<file path="src/rtl/layernorm_ctrl.sv">
// layernorm_ctrl: sequencer for a serial layer-normalisation pass over one
// N-element vector.
//
// Flow: LOAD buffers N unsigned elements and accumulates their sum; MEAN
// derives the truncated mean; VAR walks the buffer once, accumulating the
// squared deviations; ISQ hands the variance to a shared inverse-sqrt unit
// over a req/ack handshake; OUT streams the saturated, signed normalised
// elements to the downstream layer.
//
// Ports:
//   clk, rst            clock, synchronous active-high reset
//   in_valid/in_ready   input element handshake, in_data unsigned element
//   out_valid/out_ready output element handshake
//   out_data            signed normalised element
//   out_last            marks element N-1 of the vector
//   isqrt_req/isqrt_arg request and variance operand to the isqrt unit
//   isqrt_ack/isqrt_res isqrt result strobe and 1/sqrt(arg) (FRAC fraction bits)
//   busy                low only while idle in LOAD with nothing buffered
//
// Optional build macro LN_CTRL_PERF_EN adds the performance outputs
//   vec_cnt   vectors completed (wraps)
//   isq_wait  cycles spent waiting in ISQ (saturates)
module layernorm_ctrl #(
  parameter int N          = 4,
  parameter int DATA_WIDTH = 8,
  parameter int ISQ_W      = 16,
  parameter int FRAC       = 8
) (
  input  logic                    clk,
  input  logic                    rst,
  input  logic                    in_valid,
  output logic                    in_ready,
  input  logic [DATA_WIDTH-1:0]   in_data,
  output logic                    out_valid,
  input  logic                    out_ready,
  output logic [DATA_WIDTH-1:0]   out_data,
  output logic                    out_last,
  output logic                    isqrt_req,
  output logic [2*DATA_WIDTH-1:0] isqrt_arg,
  input  logic                    isqrt_ack,
  input  logic [ISQ_W-1:0]        isqrt_res,
  output logic                    busy
`ifdef LN_CTRL_PERF_EN
  ,
  output logic [15:0]             vec_cnt,
  output logic [15:0]             isq_wait
`endif
);

  localparam int LOGN  = $clog2(N);
  localparam int IDXW  = LOGN;
  localparam int SUMW  = DATA_WIDTH + LOGN;
  localparam int SQW   = 2*DATA_WIDTH + LOGN;
  localparam int DEVW  = DATA_WIDTH + 1;
  // Room for a signed deviation times an unsigned inverse root, plus sign.
  localparam int PRODW = DEVW + ISQ_W + 1;

  localparam logic [IDXW-1:0] LAST = IDXW'(N-1);

  localparam logic signed [PRODW-1:0] SAT_MAX =
    {{(PRODW-DATA_WIDTH+1){1'b0}}, {(DATA_WIDTH-1){1'b1}}};
  localparam logic signed [PRODW-1:0] SAT_MIN =
    {{(PRODW-DATA_WIDTH+1){1'b1}}, {(DATA_WIDTH-1){1'b0}}};

  typedef enum logic [2:0] {
    S_LOAD = 3'd0,
    S_MEAN = 3'd1,
    S_VAR  = 3'd2,
    S_ISQ  = 3'd3,
    S_OUT  = 3'd4
  } state_t;

  state_t                    state_r;
  logic [IDXW-1:0]           idx_r;
  logic [DATA_WIDTH-1:0]     buf_r [N];
  logic [SUMW-1:0]           sum_r;
  logic [SQW-1:0]            sumsq_r;
  logic [DATA_WIDTH-1:0]     mean_r;
  logic [ISQ_W-1:0]          inv_r;
  logic                      in_ready_r;
  logic                      out_valid_r;
  logic [DATA_WIDTH-1:0]     out_data_r;
  logic                      out_last_r;
  logic                      isqrt_req_r;
  logic [2*DATA_WIDTH-1:0]   isqrt_arg_r;
  logic                      busy_r;

  logic signed [DEVW-1:0]    dev_s;
  logic signed [SQW-1:0]     dev_wide_s;
  logic signed [SQW-1:0]     sq_s;
  logic [SQW-1:0]            sumsq_next_s;
  logic [IDXW-1:0]           idx_inc_s;

  // (elem - mean) * inv >>> FRAC, floored, then clamped to the signed output range.
  function automatic logic [DATA_WIDTH-1:0] norm_elem(
    input logic [DATA_WIDTH-1:0] elem,
    input logic [DATA_WIDTH-1:0] mu,
    input logic [ISQ_W-1:0]      inv
  );
    logic signed [DEVW-1:0]  dev;
    logic signed [PRODW-1:0] prod;
    logic signed [PRODW-1:0] scaled;
    logic [DATA_WIDTH-1:0]   res;
    dev    = $signed({1'b0, elem}) - $signed({1'b0, mu});
    prod   = PRODW'(dev) * $signed(PRODW'({1'b0, inv}));
    scaled = prod >>> FRAC;
    if (scaled > SAT_MAX) begin
      res = {1'b0, {(DATA_WIDTH-1){1'b1}}};
    end else if (scaled < SAT_MIN) begin
      res = {1'b1, {(DATA_WIDTH-1){1'b0}}};
    end else begin
      res = scaled[DATA_WIDTH-1:0];
    end
    return res;
  endfunction

  // Deviation of the addressed element and the running sum of squares.
  // The square is formed at accumulator width; its true value always fits.
  always_comb begin
    dev_s        = $signed({1'b0, buf_r[idx_r]}) - $signed({1'b0, mean_r});
    dev_wide_s   = SQW'(dev_s);
    sq_s         = dev_wide_s * dev_wide_s;
    sumsq_next_s = sumsq_r + $unsigned(sq_s);
    idx_inc_s    = idx_r + IDXW'(1);
  end

  // Main sequencer: state, datapath registers and all registered outputs.
  always_ff @(posedge clk) begin
    if (rst) begin
      state_r     <= S_LOAD;
      idx_r       <= '0;
      sum_r       <= '0;
      sumsq_r     <= '0;
      mean_r      <= '0;
      inv_r       <= '0;
      for (int i = 0; i < N; i++) begin
        buf_r[i] <= '0;
      end
      in_ready_r  <= 1'b1;
      out_valid_r <= 1'b0;
      out_data_r  <= '0;
      out_last_r  <= 1'b0;
      isqrt_req_r <= 1'b0;
      isqrt_arg_r <= '0;
      busy_r      <= 1'b0;
    end else begin
      case (state_r)
        S_LOAD: begin
          if (in_valid && in_ready_r) begin
            buf_r[idx_r] <= in_data;
            sum_r        <= sum_r + SUMW'(in_data);
            busy_r       <= 1'b1;
            if (idx_r == LAST) begin
              idx_r      <= '0;
              in_ready_r <= 1'b0;
              state_r    <= S_MEAN;
            end else begin
              idx_r      <= idx_inc_s;
            end
          end
        end
        S_MEAN: begin
          mean_r  <= sum_r[SUMW-1:LOGN];
          state_r <= S_VAR;
        end
        S_VAR: begin
          sumsq_r <= sumsq_next_s;
          if (idx_r == LAST) begin
            // Variance = sumsq / N, taken from the final accumulation.
            idx_r       <= '0;
            isqrt_arg_r <= sumsq_next_s[SQW-1:LOGN];
            isqrt_req_r <= 1'b1;
            state_r     <= S_ISQ;
          end else begin
            idx_r       <= idx_inc_s;
          end
        end
        S_ISQ: begin
          if (isqrt_ack) begin
            // idx is already 0; the first output uses the fresh result directly.
            inv_r       <= isqrt_res;
            isqrt_req_r <= 1'b0;
            isqrt_arg_r <= '0;
            idx_r       <= '0;
            out_valid_r <= 1'b1;
            out_data_r  <= norm_elem(buf_r[idx_r], mean_r, isqrt_res);
            out_last_r  <= (LAST == '0);
            state_r     <= S_OUT;
          end
        end
        S_OUT: begin
          if (out_valid_r && out_ready) begin
            if (idx_r == LAST) begin
              idx_r       <= '0;
              sum_r       <= '0;
              sumsq_r     <= '0;
              out_valid_r <= 1'b0;
              out_data_r  <= '0;
              out_last_r  <= 1'b0;
              in_ready_r  <= 1'b1;
              busy_r      <= 1'b0;
              state_r     <= S_LOAD;
            end else begin
              idx_r       <= idx_inc_s;
              out_data_r  <= norm_elem(buf_r[idx_inc_s], mean_r, inv_r);
              out_last_r  <= (idx_inc_s == LAST);
            end
          end
        end
        default: begin
          state_r     <= S_LOAD;
          idx_r       <= '0;
          in_ready_r  <= 1'b1;
          out_valid_r <= 1'b0;
          isqrt_req_r <= 1'b0;
          busy_r      <= 1'b0;
        end
      endcase
    end
  end

  assign in_ready  = in_ready_r;
  assign out_valid = out_valid_r;
  assign out_data  = out_data_r;
  assign out_last  = out_last_r;
  assign isqrt_req = isqrt_req_r;
  assign isqrt_arg = isqrt_arg_r;
  assign busy      = busy_r;

`ifdef LN_CTRL_PERF_EN
  logic [15:0] vec_cnt_r;
  logic [15:0] isq_wait_r;

  // Performance counters: completed vectors (wrapping) and ISQ wait cycles (saturating).
  always_ff @(posedge clk) begin
    if (rst) begin
      vec_cnt_r  <= 16'd0;
      isq_wait_r <= 16'd0;
    end else begin
      if ((state_r == S_OUT) && out_valid_r && out_ready && out_last_r) begin
        vec_cnt_r <= vec_cnt_r + 16'd1;
      end
      if ((state_r == S_ISQ) && (isq_wait_r != 16'hFFFF)) begin
        isq_wait_r <= isq_wait_r + 16'd1;
      end
    end
  end

  assign vec_cnt  = vec_cnt_r;
  assign isq_wait = isq_wait_r;
`endif

endmodule

</file>
<file path="config.mk">
export PLATFORM = sky130hd
export DESIGN_NAME = layernorm_ctrl
export DESIGN_NICKNAME = d
export VERILOG_FILES = /design/src/rtl/layernorm_ctrl.sv
export SDC_FILE = /design/constraint.sdc
export NUM_CORES = 1
export LEC_CHECK = 0
export ABC_AREA = 1
export BUFFER_PORTS_ARGS = -buffer_cell sky130_fd_sc_hd__buf_2
export CORE_ASPECT_RATIO = 0.9
export CORE_MARGIN = 3
export CORE_UTILIZATION = 45
export DETAILED_ROUTE_END_ITERATION = 10
export GPL_TIMING_DRIVEN = 0
export PLACE_DENSITY_LB_ADDON = 0.3
export SYNTH_ARGS = -nofsm -noshare
export SYNTH_HDL_FRONTEND = slang
export SYNTH_SLANG_ARGS = --single-unit
</file>
<file path="constraint.sdc">
create_clock -name clk -period 22.9 [get_ports clk]
set_input_delay 3.435 -clock clk [delete_from_list [all_inputs] [get_ports clk]]
set_output_delay 3.435 -clock clk [all_outputs]
set_load 0.1 [all_outputs]
</file>
==> impl_metrics.ini, run 1 <==
[cts]
clk_latency_ps = 430
hold_buffers = 0
ctsResizeCount = 0
tritoncts = built
clock_sinks = 120
cts_max_path_buffers = 2
path_clk_slew_ps = 70
cts_setup_buffers = 0
root_buffer = clkbuf_16
htreeDepth = 4
numCtsBuffers = 17

[route]
wl_met2_um = 21000
vias = 15700
routed_wl_um = 48700
ant_nets = 0
avgViaCountPerCell = 5.15
top_layer = met4
wire_per_inst_um = 16.0
drt_first_pass_iters = 5
wl_met3_um = 4030
initialDrtViolationCount = 1037
drc = 0
met1Wirelength_um = 22500

[min_path]
holdPathEnd = isqrt_arg[1]$_SDFFE_PP0P_
hold_path_depth = 2
hold_start = isqrt_arg[1]$_SDFFE_PP0P_
hold_path.class = flop to flop

[floorplanning]
placementRows = 70
pin_count = 58
coreArea_mm2 = 0.0407
start_util_pct = 45.8
die_height_um = 199
dieArea_mm2 = 0.0439
die_x_um = 220

[timing]
rsz0062_at_grt = no
hold_violations = 0
worstMarginPinSlew_ps = 1090
setup_slack_ps = 12990
finClkSkew_ps = 13.0
fmax_mhz = 101
fin_setup_tns_ps = 0
finalSetupViolCount = 0
period_share_pct = 43.3
max-slew-margin-rel_pct = 27.3
maxSlewViolCount = 0
finalCriticalPeriod_ps = 9910

[final_layout]
drive_above_1_share_pct = 6.43
area_delta_synth_final_pct = 8.53
seq_area_mm2 = 0.00272
stdcell_count = 3044
fill_cells = 3957
multi_input_area_mm2 = 0.0140
final_nets = 2994
diodes = 0

[global_route]
grt_pass1_wl_um = 80300
grt_pass1_vias = 15900
grt_usage_pct = 23.0
grt_max_degree = 17
antenna_found_initial = 0
grt_overflow = 0

[setup_path]
rr_worst_depth = 37
end_kind = flop
critPathBufInv = 9
r2r_start = idx_r[0]$_SDFFE_PP0P_
start_kind = flop
crit_required_ps = 23220
slowest_stage = xor2_1
critPathMaxFanout = 10
r2r_setup_slack_ps = 12990
worstPathArrival_ps = 10230
worst_path_dominant_cell_family = adder cells
crit_top_cell = inv_1
regToRegEndpoint = out_data[4]$_SDFFE_PP0P_
slowest_delay_ps = 740
criticalPathCategory = flop to flop

[placement]
place_congestion = 0.958
dpl.hpwl_um = 40800
dp_slack_ps = 13170
port_buffers = 55
dp_cells = 3012

[yosys]
ys_ff_latch = 120
synth_nets = 2920
synth.distinct_cells = 52
synth_top_area_cell = fa_1
postSynthAreaPerCell_um2 = 7.71
synth-seq-area-share_pct = 14.6
async_reset_ff_share_pct = 0
ys.warnings.count = 0
yosysMostFrequentCell = nand2_1
synth_area_leaders = fa_1, ha_1, nand2_1
ys.flop_type = dfxtp_1
ys_top_cells_by_count = nand2_1, inv_1, nor2_1
synth_edf_count = 32
yosysTopAreaCellShare_pct = 28.9
synth_area_mm2 = 0.0186
syn_inst = 2417

[outcome]
status = completed

[run]
drv_cap = 0
## kinds of logic after synthesis
logic type,Yosys count,synth area share (%)
DFF,120,14.6
adders and majority gates,474,42.7
xor gates and xnor gates,50,2.35
AOI/OAI and AO/OA,292,8.35
buffers and inverters,507,10.4
and+or+nand+nor,974,21.6
## metal layers
layer	track usage (%)	up-vias
met5	0	-
met4	6.14	0
met3	5.59	72
met2	36.4	561
met1	31.9	7437
li1	-	7613
## placed cells by master, fill, tap and decap left out, drive strengths merged, types with 32 or more instances in the layout
cell	n
edfxtp	32
nand2	506
ha	205
fa	269
nor2	358
inv	449
a21oi	153
nand3	57
dfxtp	88
o21ai	99
buf	76
clkbuf	57
## worst max path at each step
| stage | from | endpoint | depth (start not counted) |
|---|---|---|---|
| global placement | idx_r[0]$_SDFFE_PP0P_ | out_data[2]$_SDFFE_PP0P_ | 37 |
| global route | idx_r[0]$_SDFFE_PP0P_ | out_data[2]$_SDFFE_PP0P_ | 36 |
| finish | idx_r[0]$_SDFFE_PP0P_ | out_data[4]$_SDFFE_PP0P_ | 37 |
| detailed placement | idx_r[0]$_SDFFE_PP0P_ | out_data[4]$_SDFFE_PP0P_ | 37 |
| CTS | idx_r[0]$_SDFFE_PP0P_ | out_data[4]$_SDFFE_PP0P_ | 37 |
| floorplan | isqrt_res[0] | out_data[0]$_SDFFE_PP0P_ | 28 |
## area by class of cell
class / instances / area share, %
buffer: 57 / 1.25
clock inverter: 11 / 0.780
tap: 540 / 3.34
clock buffer: 21 / 2.38
multi-input combinational: 1790 / 69.0
inverter: 450 / 8.38
sequential: 120 / 13.5
timing repair buffer: 55 / 1.36
## per-stage QoR
step,cell area (um^2),util (%),hold WS [ps]
after global placement,19600,48.1,448
after floorplan,18600,-,443
final,20200,49.7,463
after CTS,20200,49.7,466
after detailed placement,19600,48.1,454
after global routing,20200,49.7,491
## tightest hold or removal path: stages (launching register included)
cell     delay [ps]
dfxtp_1         310
nand2_1          60
a21oi_1          50
## sequential cells by signal, indices dropped and copies added, names as in the netlist, named ones only
| signal | count |
|---|---|
| out_data | 8 |
| state_r | 3 |
| busy | 1 |
| isqrt_req | 1 |
| out_valid | 1 |
| sumsq_r | 18 |
| out_last | 1 |
| mean_r | 8 |
| isqrt_arg | 16 |
| idx_r | 2 |
| in_ready | 1 |
| sum_r | 10 |
| buf_r | 32 |
| inv_r | 16 |
Power of run 1 is not shown: default switching activity piles up to over one toggle a cycle in this logic, so the estimate is an artifact.
==> run 2, diff against run 1 <==
- ABC_AREA: 1 -> 0
- clock period: 22.9 -> 8.3 ns (I/O delays scaled with it)
==> run 2 against run 1 <==
  * The run now ends with setup timing left
  * Flip-flop and latch count unchanged
  * Clock skew increased by 9.9 ps
  * Routed wire length decreased by 0.95%
  * Critical path depth decreased by 5
  * Sequential share of layout area decreased by 0.30 points
  * Non-clock buffer count increased by 55
  * Worst hold slack improved by 12 ps
  * Synthesized cell count decreased by 18%
  * Cell count decreased by 14%
  * Critical path type unchanged
==> impl_metrics.ini, run 2 <==
[outcome]
status = finished, violations left
violations = setup timing

[timing]
maxSlewViolCount = 0
finalSetupViolCount = 8
fin_setup_tns_ps = -836
setup_slack_ps = -132
finClkSkew_ps = 22.8
fmax_mhz = 119
worstMarginPinSlew_ps = 1160
period_share_pct = 102
finalCriticalPeriod_ps = 8430
hold_violations = 0
max-slew-margin-rel_pct = 22.2
rsz0062_at_grt = yes

[setup_path]
crit_required_ps = 8640
end_kind = flop
r2r_start = buf_r[3][0]$_DFFE_PP_
start_kind = flop
crit_top_cell = fa_1
slowest_delay_ps = 530
criticalPathCategory = flop to flop
rr_worst_depth = 32
worst_path_dominant_cell_family = adder cells
critPathMaxFanout = 11
critPathBufInv = 6
crit_cells = 32
slowest_stage = fa_1
startpoint = buf_r[3][0]$_DFFE_PP_
r2r_setup_slack_ps = -130
worstPathArrival_ps = 8780
regToRegEndpoint = out_data[4]$_SDFFE_PP0P_
critPathCapture = out_data[4]$_SDFFE_PP0P_

[global_route]
antenna_found_initial = 3
grt_overflow = 0
grt_max_degree = 17
grt_usage_pct = 23.2
grt_pass1_vias = 15200
grt_pass1_wl_um = 79000

[yosys]
yosysTopAreaCellShare_pct = 29.4
synth_edf_count = 32
ys.warnings.count = 0
syn_inst = 1991
synth.distinct_cells = 81
yosysMostFrequentCell = inv_1
synth_top_area_cell = fa_1
synth_top_family_by_area = adder cells
synth_area_mm2 = 0.0183
muxShareOfSynthArea_pct = 2.42
synth_fa_ha_area_share_pct = 43.4
synthXorXnorAreaFrac_pct = 3.54
postSynthAreaPerCell_um2 = 9.19
synth_nets = 2494
ys_top_cells_by_count = inv_1, fa_1, ha_1
ys.flop_type = dfxtp_1
yosys.area_share.simple_pct = 17.6
ys_ff_latch = 120
synth_compound_area_share_pct = 10.1
synth-seq-area-share_pct = 14.9
async_reset_ff_share_pct = 0
synth_area_leaders = fa_1, ha_1, dfxtp_1

[final_layout]
largest_reg_flops = 32
final_common_cell = inv_1
drive_above_1_share_pct = 12.6
largest-register = buf_r
mostFrequentLayoutCells = inv_1, fa_1, ha_1
largestRegisters = buf_r x32, sumsq_r x18
fill_cells = 3566
final_nets = 2590
area_delta_synth_final_pct = 13.5

[cts]
cts_max_path_buffers = 2
clock_sinks = 120
clk_latency_ps = 450
tritoncts = built
path_clk_slew_ps = 70
numCtsBuffers = 17
hold_buffers = 0
htreeDepth = 4
root_buffer = clkbuf_16

[route]
drt_first_pass_iters = 6
avgViaCountPerCell = 5.43
routed_wl_um = 48200
vias = 14300
ant_nets = 0
drc = 0
initialDrtViolationCount = 859
wire_per_inst_um = 18.3

[placement]
place_congestion = 0.908
port_buffers = 43
dpl.hpwl_um = 38700

[run]
drv_cap = 0

[floorplanning]
placementRows = 69
die_height_um = 197
die_x_um = 219
pin_count = 58
dieArea_mm2 = 0.0431
coreArea_mm2 = 0.0398
start_util_pct = 46.0

[min_path]
hold_start = isqrt_arg[13]$_SDFFE_PP0P_
hold_path.class = flop to flop
## run 2: changes by cell type in the layout (fill, tap and decap cells not counted), sizes merged, moves of 22 or more
cell and change:
nand2 -312, nor2 -213, and2 +166, inv -145
a21oi -75, o21ai -65, a22oi +39, nand3 -39
nand2b +36, clkbuf +35, xnor2 +26, a21o +22
## run 2: cell type report
class,instances,area (um^2),area share [%]
Sequential cell,120,2740,13.2
Antenna cell,1,2.50,0.0120
Buffer,83,393,1.89
Multi-Input combinational cell,1483,14700,70.8
Clock inverter,15,156,0.752
Tap cell,532,666,3.20
Timing Repair Buffer,84,564,2.71
Clock buffer,17,425,2.05
Inverter,298,1130,5.42
## run 2: stage by stage
stage / worst slack [ps] / cell area [um^2] / hold slack (ps) / cells / util [%]
3_3_place_gp: -1980 / 19200 / 460 / 2566 / 48.2
3_5_place_dp: -2040 / 19200 / 467 / 2566 / 48.2
2_1_floorplan: 11.1 / 18300 / 458 / 1991 / -
5_1_grt: -418 / 20800 / 493 / 2633 / 52.2
6_report: -132 / 20800 / 475 / 2633 / 52.2
4_1_cts: -271 / 20400 / 476 / 2621 / 51.3
## run 2: worst min-delay path by stage
stage	cells past startpoint	slack, ps	end
after CTS	2	480	isqrt_req$_SDFFE_PP0P_
after global routing	2	490	isqrt_req$_SDFFE_PP0P_
after floorplan	2	460	sum_r[9]$_SDFFE_PP0P_
after global placement	2	460	isqrt_arg[14]$_SDFFE_PP0P_
after detailed placement	2	470	isqrt_req$_SDFFE_PP0P_
final	2	470	isqrt_arg[13]$_SDFFE_PP0P_
## run 2: logic make-up (layout without fill, tap and decap cells)
logic type | after synthesis | after routing
flops | 120 | 120
mux | 24 | 24
xor+xnor | 74 | 74
buf+inv | 388 | 497
compound gates | 263 | 263
other cells | 0 | 1
simple gates | 648 | 648
fa+ha+maj | 474 | 474
## run 2: per-layer routing
| layer | global-route usage [%] | vias to the layer above | share of wire, % |
|---|---|---|---|
| met5 | 0 | - | 0.046 |
| met1 | 31.3 | 7162 | 43 |
| li1 | - | 6617 | - |
| met4 | 6.98 | 4 | 2.7 |
| met2 | 37.9 | 433 | 47 |
| met3 | 4.57 | 83 | 7.5 |
## run 2: repair_timing
| item | 4_1_cts | 5_1_grt |
|---|---|---|
| pin swaps | 29 | 55 |
| cloned | 0 | 0 |
| setup endpoints to repair | 26 | 19 |
| buffers inserted | 26 | 15 |
| gates resized for setup | 86 | 70 |
## run 2: tightest hold or removal path: cells and delay by family, from the launching register on
kind | cells | cell delay, ps
and+or+nand+nor | 1 | 60
AOI/OAI and AO/OA | 1 | 60
DFF | 1 | 310
Power of run 2 is left out for the same reason.
